<file path="src/rtl/fft_frame_ctrl.sv">
// fft_frame_ctrl: frame sequencer for a streaming FFT core.
//
// This block collects ADC samples into frames of FFT_LEN beats. It drives the
// core's AXI4-Stream data input, issues one config beat per frame, waits for
// the core's output frame, and then re-arms.
//
// Optional feature: define FFT_TIMEOUT_EN to add a watchdog in WAIT_OUT.
// In the default build, WAIT_OUT waits indefinitely and timeout_err is 0.
//
// Handshake semantics (m_* data port): a beat transfers on every rising edge
// of fft_clk where m_tvalid && m_tready. Once m_tvalid is raised, it stays high
// and m_tdata/m_tlast stay stable until that beat transfers. m_tvalid is high
// only in LOAD. m_tready is never used to gate m_tvalid.
//
// fsm_state exposes the controller state for checkers:
// 0 IDLE, 1 CFG, 2 LOAD, 3 WAIT_OUT, 4 HOLD.

module fft_frame_ctrl #(
    parameter int FFT_LEN     = 256,
    parameter int DATA_W      = 8,
    parameter int HOLDOFF     = 16,
    parameter int TIMEOUT_CYC = 4096
) (
    input  logic              fft_clk,
    input  logic              rst_n,
    input  logic              fft_en,
    input  logic              cont_mode,
    input  logic [DATA_W-1:0] ad_data_in,
    output logic              m_tvalid,
    output logic [31:0]       m_tdata,
    output logic              m_tlast,
    input  logic              m_tready,
    output logic              cfg_tvalid,
    output logic              cfg_tdata,
    input  logic              s_tvalid,
    input  logic              s_tlast,
    output logic              busy,
    output logic              frame_done,
    output logic              stall_err,
    output logic              timeout_err,
    output logic [2:0]        fsm_state
);

    // Reject parameter sets the counters below cannot represent.
    if ((FFT_LEN & (FFT_LEN - 1)) != 0 || FFT_LEN < 8 || FFT_LEN > 1024 ||
        DATA_W < 1 || DATA_W > 32 || HOLDOFF < 1 || TIMEOUT_CYC < 1) begin : g_param_check
        $error("fft_frame_ctrl: illegal parameter value");
    end

    typedef enum logic [2:0] {
        ST_IDLE     = 3'd0,
        ST_CFG      = 3'd1,
        ST_LOAD     = 3'd2,
        ST_WAIT_OUT = 3'd3,
        ST_HOLD     = 3'd4
    } state_t;

    localparam int CNT_W  = $clog2(FFT_LEN);
    localparam int HOLD_W = $clog2(HOLDOFF + 1);

    // Beat index of the final beat, and of the beat just before it. m_tlast is
    // registered, so it is raised when the counter steps onto LAST_IDX.
    localparam logic [CNT_W-1:0]  LAST_IDX = CNT_W'(FFT_LEN - 1);
    localparam logic [CNT_W-1:0]  PRE_LAST = CNT_W'(FFT_LEN - 2);
    localparam logic [HOLD_W-1:0] HOLD_MAX = HOLD_W'(HOLDOFF);

    state_t            state;
    logic [CNT_W-1:0]  beat_cnt;
    logic [HOLD_W-1:0] hold_cnt;
    logic              fft_en_q;
    logic              start_req;

`ifdef FFT_TIMEOUT_EN
    localparam int TO_W = $clog2(TIMEOUT_CYC + 1);
    localparam logic [TO_W-1:0] TO_LAST = TO_W'(TIMEOUT_CYC - 1);
    logic [TO_W-1:0] to_cnt;
`else
    assign timeout_err = 1'b0;
`endif

    assign fsm_state = state;

    // Frame start request.
    // Continuous mode is level-triggered on fft_en.
    // Single-shot mode needs a fresh 0->1 edge of fft_en.
    always_comb begin
        start_req = 1'b0;
        if (cont_mode) begin
            start_req = fft_en;
        end else begin
            start_req = fft_en & ~fft_en_q;
        end
    end

    // Frame sequencer: state, counters, registered stream outputs and sticky flags.
    always_ff @(posedge fft_clk) begin
        if (!rst_n) begin
            state      <= ST_IDLE;
            beat_cnt   <= '0;
            hold_cnt   <= '0;
            fft_en_q   <= 1'b0;
            m_tvalid   <= 1'b0;
            m_tdata    <= '0;
            m_tlast    <= 1'b0;
            cfg_tvalid <= 1'b0;
            cfg_tdata  <= 1'b0;
            busy       <= 1'b0;
            frame_done <= 1'b0;
            stall_err  <= 1'b0;
`ifdef FFT_TIMEOUT_EN
            to_cnt      <= '0;
            timeout_err <= 1'b0;
`endif
        end else begin
            fft_en_q   <= fft_en;
            cfg_tvalid <= 1'b0;
            cfg_tdata  <= 1'b0;
            frame_done <= 1'b0;

            case (state)
                ST_IDLE: begin
                    if (start_req) begin
                        state      <= ST_CFG;
                        cfg_tvalid <= 1'b1;
                        cfg_tdata  <= 1'b1;
                        busy       <= 1'b1;
                    end
                end

                // The config beat has been presented for one cycle.
                // Present the first sample now.
                ST_CFG: begin
                    state    <= ST_LOAD;
                    m_tvalid <= 1'b1;
                    m_tdata  <= 32'(ad_data_in);
                    m_tlast  <= 1'b0;
                    beat_cnt <= '0;
                end

                // m_tvalid is always high here, so m_tready alone marks a transfer.
                ST_LOAD: begin
                    if (m_tready) begin
                        if (beat_cnt == LAST_IDX) begin
                            state    <= ST_WAIT_OUT;
                            m_tvalid <= 1'b0;
                            m_tlast  <= 1'b0;
                            beat_cnt <= '0;
`ifdef FFT_TIMEOUT_EN
                            to_cnt   <= '0;
`endif
                        end else begin
                            beat_cnt <= beat_cnt + CNT_W'(1);
                            m_tdata  <= 32'(ad_data_in);
                            m_tlast  <= (beat_cnt == PRE_LAST);
                        end
                    end else begin
                        // The current beat stays on the bus.
                        // The sample arriving this cycle is lost.
                        stall_err <= 1'b1;
                    end
                end

                ST_WAIT_OUT: begin
                    if (s_tvalid && s_tlast) begin
                        state      <= ST_HOLD;
                        frame_done <= 1'b1;
                        hold_cnt   <= '0;
                    end
`ifdef FFT_TIMEOUT_EN
                    else if (to_cnt == TO_LAST) begin
                        state       <= ST_HOLD;
                        timeout_err <= 1'b1;
                        hold_cnt    <= '0;
                    end else begin
                        to_cnt <= to_cnt + TO_W'(1);
                    end
`endif
                end

                // The frame_done cycle counts as hold count 0.
                // HOLDOFF idle cycles then follow before the next config beat.
                ST_HOLD: begin
                    if (hold_cnt == HOLD_MAX) begin
                        if (fft_en && cont_mode) begin
                            state      <= ST_CFG;
                            cfg_tvalid <= 1'b1;
                            cfg_tdata  <= 1'b1;
                        end else begin
                            state <= ST_IDLE;
                            busy  <= 1'b0;
                        end
                    end else begin
                        hold_cnt <= hold_cnt + HOLD_W'(1);
                    end
                end

                default: begin
                    state    <= ST_IDLE;
                    busy     <= 1'b0;
                    m_tvalid <= 1'b0;
                    m_tlast  <= 1'b0;
                end
            endcase
        end
    end

endmodule

</file>
<file path="config.mk">
export PLATFORM = sky130hd
export DESIGN_NAME = fft_frame_ctrl
export DESIGN_NICKNAME = d
export VERILOG_FILES = /design/src/rtl/fft_frame_ctrl.sv
export SDC_FILE = /design/constraint.sdc
export NUM_CORES = 1
export LEC_CHECK = 0
export ABC_AREA = 1
export BUFFER_PORTS_ARGS = -buffer_cell sky130_fd_sc_hd__buf_2
export CAP_MARGIN = 20
export CORE_MARGIN = 4
export CORE_UTILIZATION = 40
export CTS_BUF_LIST = sky130_fd_sc_hd__clkbuf_16
export CTS_CLUSTER_DIAMETER = 80
export DETAILED_ROUTE_END_ITERATION = 7
export PLACE_DENSITY = 0.74
export SYNTH_ARGS = -nofsm -noshare
export SYNTH_HDL_FRONTEND = slang
export SYNTH_SLANG_ARGS = --single-unit
</file>
<file path="constraint.sdc">
create_clock -name fft_clk -period 3.57 [get_ports fft_clk]
set_input_delay 0.1785 -clock fft_clk [delete_from_list [all_inputs] [get_ports fft_clk]]
set_output_delay 0.1785 -clock fft_clk [all_outputs]
set_load 0.05 [all_outputs]
</file>
== Word-level counts from Yosys, hierarchy flattened ==
Index checks and enable logic that the tools add are counted.

* Register bits after elaboration: 55
* Output and inout bits: 43

* Bitwise operators: 5
* Eq/ne operators: 15
* Add/sub/neg operators: 2
* Reductions and logical operators: 16
* Muxes and demuxes: 32

{| class="wikitable"
|+ Operators by type and width
! operator !! number
|-
| $mux 32 || 2
|-
| $pmux 32 s2 || 1
|-
| $eq 8x8->1 const B || 2
|-
| $mux 8 || 2
|-
| $ne 2x2->1 const B || 8
|-
| $pmux 8 s2 || 1
|-
| $mux 3 || 5
|-
| $pmux 3 s5 || 1
|-
| $mux 1 || 13
|-
| $mux 5 || 2
|-
| $pmux 5 s2 || 1
|-
| $reduce_and 3->1 || 3
|-
| $add 8x1->8 const B || 1
|-
| $reduce_and 2->1 || 4
|-
| $eq 3x2->1 const B || 2
|-
| $pmux 1 s3 || 2
|-
| $reduce_or 3->1 || 2
|-
| $add 5x1->5 const B || 1
|-
| $eq 5x5->1 const B || 1
|-
| $reduce_and 5->1 || 1
|-
| $not 1->1 || 4
|-
| $pmux 1 s2 || 2
|-
| $reduce_and 4->1 || 1
|-
| $reduce_bool 2->1 || 2
|-
| other kinds (5) || 6
|}

== Depth between registers and ports, before layout ==
* Depth after elaboration: 5
* Depth in mapped cells: 9

== Worst setup path before layout ==
No wires, ideal clock.

* Kind: register -> register
* Start: register state[2] (netlist: fsm_state[2])
* End: register state[1] (netlist: fsm_state[1])
* Arrival: 1476 ps
* Clock period less this slack: 1586 ps
* Setup time: 110 ps
* Slack: 1984 ps
* Stages on the path, launching flop included: 8
* Path buffers: 0
* Cells stage by stage: dfxtp_1 -> inv_2 -> nand4_1 -> nand2_1 -> nor2_2 -> nand3_1 -> nand2_1 -> nor2_1

* Cells in the longest elaborated chain, start to end: 3
* Elaborated cells between the ends (all ways): 12
* Classes of those cells: 9 x eq/ne; 1 x mux; 2 x reduce/logical

{| class="wikitable"
|+ RTL lines
! element !! line !! text
|-
| from (decl) || 67 || <nowiki>state_t state;</nowiki>
|-
| from (signal assigned) || 98 || <nowiki>state <= ST_IDLE;</nowiki>
|-
| from (signal assigned) || 123 || <nowiki>state <= ST_CFG;</nowiki>
|-
| from (signal assigned) || 133 || <nowiki>state <= ST_LOAD;</nowiki>
|-
| $eq 3x2->1, or another cell as far along || 120 || <nowiki>case (state)</nowiki>
|-
| $ne 2x2->1 (no source line) || n/a ||
|-
| $reduce_and 5->1 (no source line) || n/a ||
|}

Several ways; a longest one is shown, not always the timed one.
A chain may end at the register's enable or synchronous reset.

== Final worst setup path ==
* Start: register beat_cnt[0]
* End: register state[1] (netlist: fsm_state[1])

* Cells in the longest elaborated chain, start to end: 3

{| class="wikitable"
|+ RTL lines
! element !! line !! text
|-
| from (decl) || 68 || <nowiki>logic [CNT_W-1:0] beat_cnt;</nowiki>
|-
| from (signal assigned) || 152 || <nowiki>beat_cnt <= beat_cnt + CNT_W'(1);</nowiki>
|-
| $eq 8x8->1 || 143 || <nowiki>if (beat_cnt == LAST_IDX) begin</nowiki>
|-
| $ne 2x2->1 (no source line) || n/a ||
|-
| $reduce_and 5->1 (no source line) || n/a ||
|-
| to (signal assigned) || 133 ||
|-
| to (signal assigned) || 144 || <nowiki>state <= ST_WAIT_OUT;</nowiki>
|-
| to (signal assigned) || 165 || <nowiki>state <= ST_HOLD;</nowiki>
|}

Every way passes these cells.

==> summary by stage <==
Critical path
The worst endpoint data arrival time is 1.77 ns. The destination of the worst register-to-register timing path is fsm_state[1]. The worst endpoint required time is 3.74 ns.

The maximum fanout along the worst path is 4. The number of cells traversed by the worst register-to-register path is 8. The worst setup path is launched from a flop.

The most critical setup path has its startpoint at beat_cnt[0]. The end of the critical path is fsm_state[1]. The critical path endpoint category is a flop. The category of the most critical setup path is reg -> reg. The worst reg2reg path startpoint is beat_cnt[0]. In this run the register-to-register setup slack is 1.97 ns.

Routing
The via density per instance is 4.65. The final routed DRC violation total is 0. In the final routed layout, each cell accounts on average for 10.6 um. In this run, the number of DRC markers left after iteration 0 of detailed routing was 119. The sum of routed wire segments on met1 is 1500 um. The wire length after detailed routing is 3360 um. The total via count in the routed design is 1478. The routed length on met2 is 1530 um. The number of search-and-repair iterations in the first detailed-routing pass is 4. The number of nets with antenna violations after detailed routing is 0. The highest routed metal layer is met4. The routed length on met3 is 264 um.

Synthesis
After synthesis the netlist holds a flip-flop and latch count of 31. The library cell occupying the most area in the post-synthesis netlist is dfxtp_1. The warning count from the yosys run is 0. In the synthesized netlist the dominant register cell turns out to be dfxtp_1. The number of distinct library cells after synthesis is 31. Counting flops with a built-in enable in the synthesized netlist gives 0. By count the netlist is led by nand2_1 (47), dfxtp_1 (31), buf_4 (26). The sequential element share of the synthesized area is 35.6%. The area share of the leading cell type in the synthesized netlist is 35.6%.

For this run, asynchronously set or reset flops after synthesis account for 0%. The post-synthesis instance area is 0.00174 mm^2. The most numerous cell in the Yosys netlist is nand2_1. Synthesis produced a netlist whose cell count is 235.

Ranked by total cell area, the synthesized netlist is headed by dfxtp_1 (36%), buf_4 (11%), nand2_1 (10%), a21oi_1 (6.0%), nand3_1 (6.0%). The mean post-synth cell area is 7.41 um^2.

Finish
In the final design database the tool counted 288 nets. The post-layout instance area is 0.00197 mm^2. 0 antenna diodes ended up in the layout. The area overhead of the layout relative to synthesis is 13.0%. The share of layout cells above drive strength 1 is 21.3%.

Clock tree
The cell at the root of the clock tree is clkbuf_16. The clock latency on the worst-skew pair is 0.27 ns. The clock passes through at most 2 buffers. After clock tree synthesis, the setup repair step added 0 buffers. TritonCTS built the clock tree. The number of buffers inserted for hold repair after clock tree synthesis is 0.

The register clock-pin slew on the reported worst setup and hold paths is 0.05 ns. The number of buffers created by CTS is 5. The count of cells resized by post-cts repair is 0. The tree built by TritonCTS fans out to 31 sinks.

CTS built an H-tree with a depth of 2.

Job
Across the run, the number of max-cap violations was 0.

STA
The final count of negative-setup-slack endpoints is 0. The clock arrives with 0.00218 ns of skew. The setup total negative slack is 0 ns. The final period demand of the worst path is 1.60 ns.

The final number of hold-violating endpoints was 0. Setup repair after global routing left no endpoint under its margin. In the finished design, the share of the clock period the worst path needs comes to 44.8%. The timing-limited maximum frequency is 625 MHz. The count of final max-slew check failures is 0.

Die
The die is 74.0 um tall. The starting density of the core is 42.3%. The die is 74.0 um wide. The standard cell core area is 0.00412 mm^2.

The number of placed I/O pins is 58. The die outline area is 0.00547 mm^2. The placement row count is 23.

Power and ir drop
The power density normalized to cell area is 867 mW/mm^2. The maximum VDD drop is 0.341 mV. The analysis attributes to cell leakage a power of 0.895 nW.

Global routing
The aggregate global-route resource usage is 13.4%. The initial antenna violation count is 0. The first global-routing pass estimated 5540 um of wire. Entering global routing, the biggest net connects 18 pins.

The global route total overflow is 0. The via count of the first global-routing pass came to 1273.

Min path
In this run the worst hold path is classified as in -> reg. The number of instances on the worst hold path is 3.

Place
In this run the cell area measured after placement is 0.00184 mm^2. The placer congestion estimate is 0.831. The detailed placer's ending HPWL is 2590 um. Port buffering added 32 buffers.

Status
The run finished with clean final reports.
worst min-delay path by stage:
stage / end / start
global route: m_tdata[1] / ad_data_in[1]
floorplan: fft_en_q / fft_en
detailed placement: fft_en_q / fft_en
finish: fft_en_q / fft_en
CTS: fft_en_q / fft_en
global placement: fft_en_q / fft_en
routing by layer:
metal	vias to the layer above	GRT usage [%]
li1	778	-
met1	652	16.7
met4	0	6.04
met5	-	0
met2	42	20.1
met3	6	5.95
cells by family (layout without fill, tap and decap cells):
kind of cell	after synthesis	in the layout	synth area share, %
compound gates	33	33	10.8
xor+xnor	4	4	2.01
fa+ha+maj	4	4	2.87
buf+inv	51	60	17.2
flops	31	31	35.6
other cells	1	25	0.215
simple gates	111	111	31.2
layout make-up:
| cell class | count | area, um^2 |
|---|---|---|
| Clock buffer | 5 | 125 |
| Clock inverter | 1 | 3.75 |
| Fill cell | 420 | 2150 |
| Inverter | 22 | 85.1 |
| Multi-Input combinational cell | 177 | 911 |
| Sequential cell | 31 | 621 |
| Tap cell | 50 | 62.6 |
| Timing Repair Buffer | 32 | 160 |
critical path, cell delays in order (launching register included):
cell,delay (ns)
dfxtp_1,0.38
ha_1,0.22
inv_1,0.05
nor2_1,0.17
nand2_1,0.14
o21ai_0,0.30
nand3_1,0.12
nand2_1,0.08
nor2_1,0.04
power by group:
group          internal [W]  switching (W)
Combinational      0.000213       0.000624
Sequential         0.000427      0.0000636
Clock              0.000246       0.000132
Total              0.000887       0.000820
registers in the layout, summed over array words and instances, names as in the netlist:
register and cells:
m_tvalid 1, fsm_state 3, frame_done 1, busy 1
cfg_tdata 1, hold_cnt 5, m_tlast 1, beat_cnt 8
fft_en_q 1, stall_err 1, m_tdata 8
layout by cell type (no fill, tap or decap), drive strengths merged:
cell | netlist | routed
o21ai | 9 | 9
a21oi | 22 | 22
nor3 | 4 | 4
xnor2 | 1 | 1
nand3 | 23 | 23
a21o | 1 | 1
xor2 | 3 | 3
buf | 28 | 32
nand2 | 53 | 53
inv | 21 | 22
nand4 | 4 | 4
o21a | 1 | 1
clkinv | 1 | 1
nor2 | 27 | 27
conb | 1 | 25
clkbuf | 1 | 5
ha | 4 | 4
dfxtp | 31 | 31
stage by stage:
stage / util (%) / setup slack, ns / std cells / hold WS (ns) / total power (W)
floorplan: - / 1.98 / 259 / 0.272 / 0.00122
global placement: 44.7 / 2.05 / 312 / 0.420 / 0.00133
detailed placement: 44.7 / 1.99 / 312 / 0.434 / 0.00134
CTS: 47.8 / 1.97 / 318 / 0.149 / 0.00173
global route: 47.8 / 1.75 / 318 / 0.185 / 0.00184
finish: 47.8 / 1.97 / 318 / 0.155 / 0.00171
No activity file was read; power rests on OpenSTA's default activity.
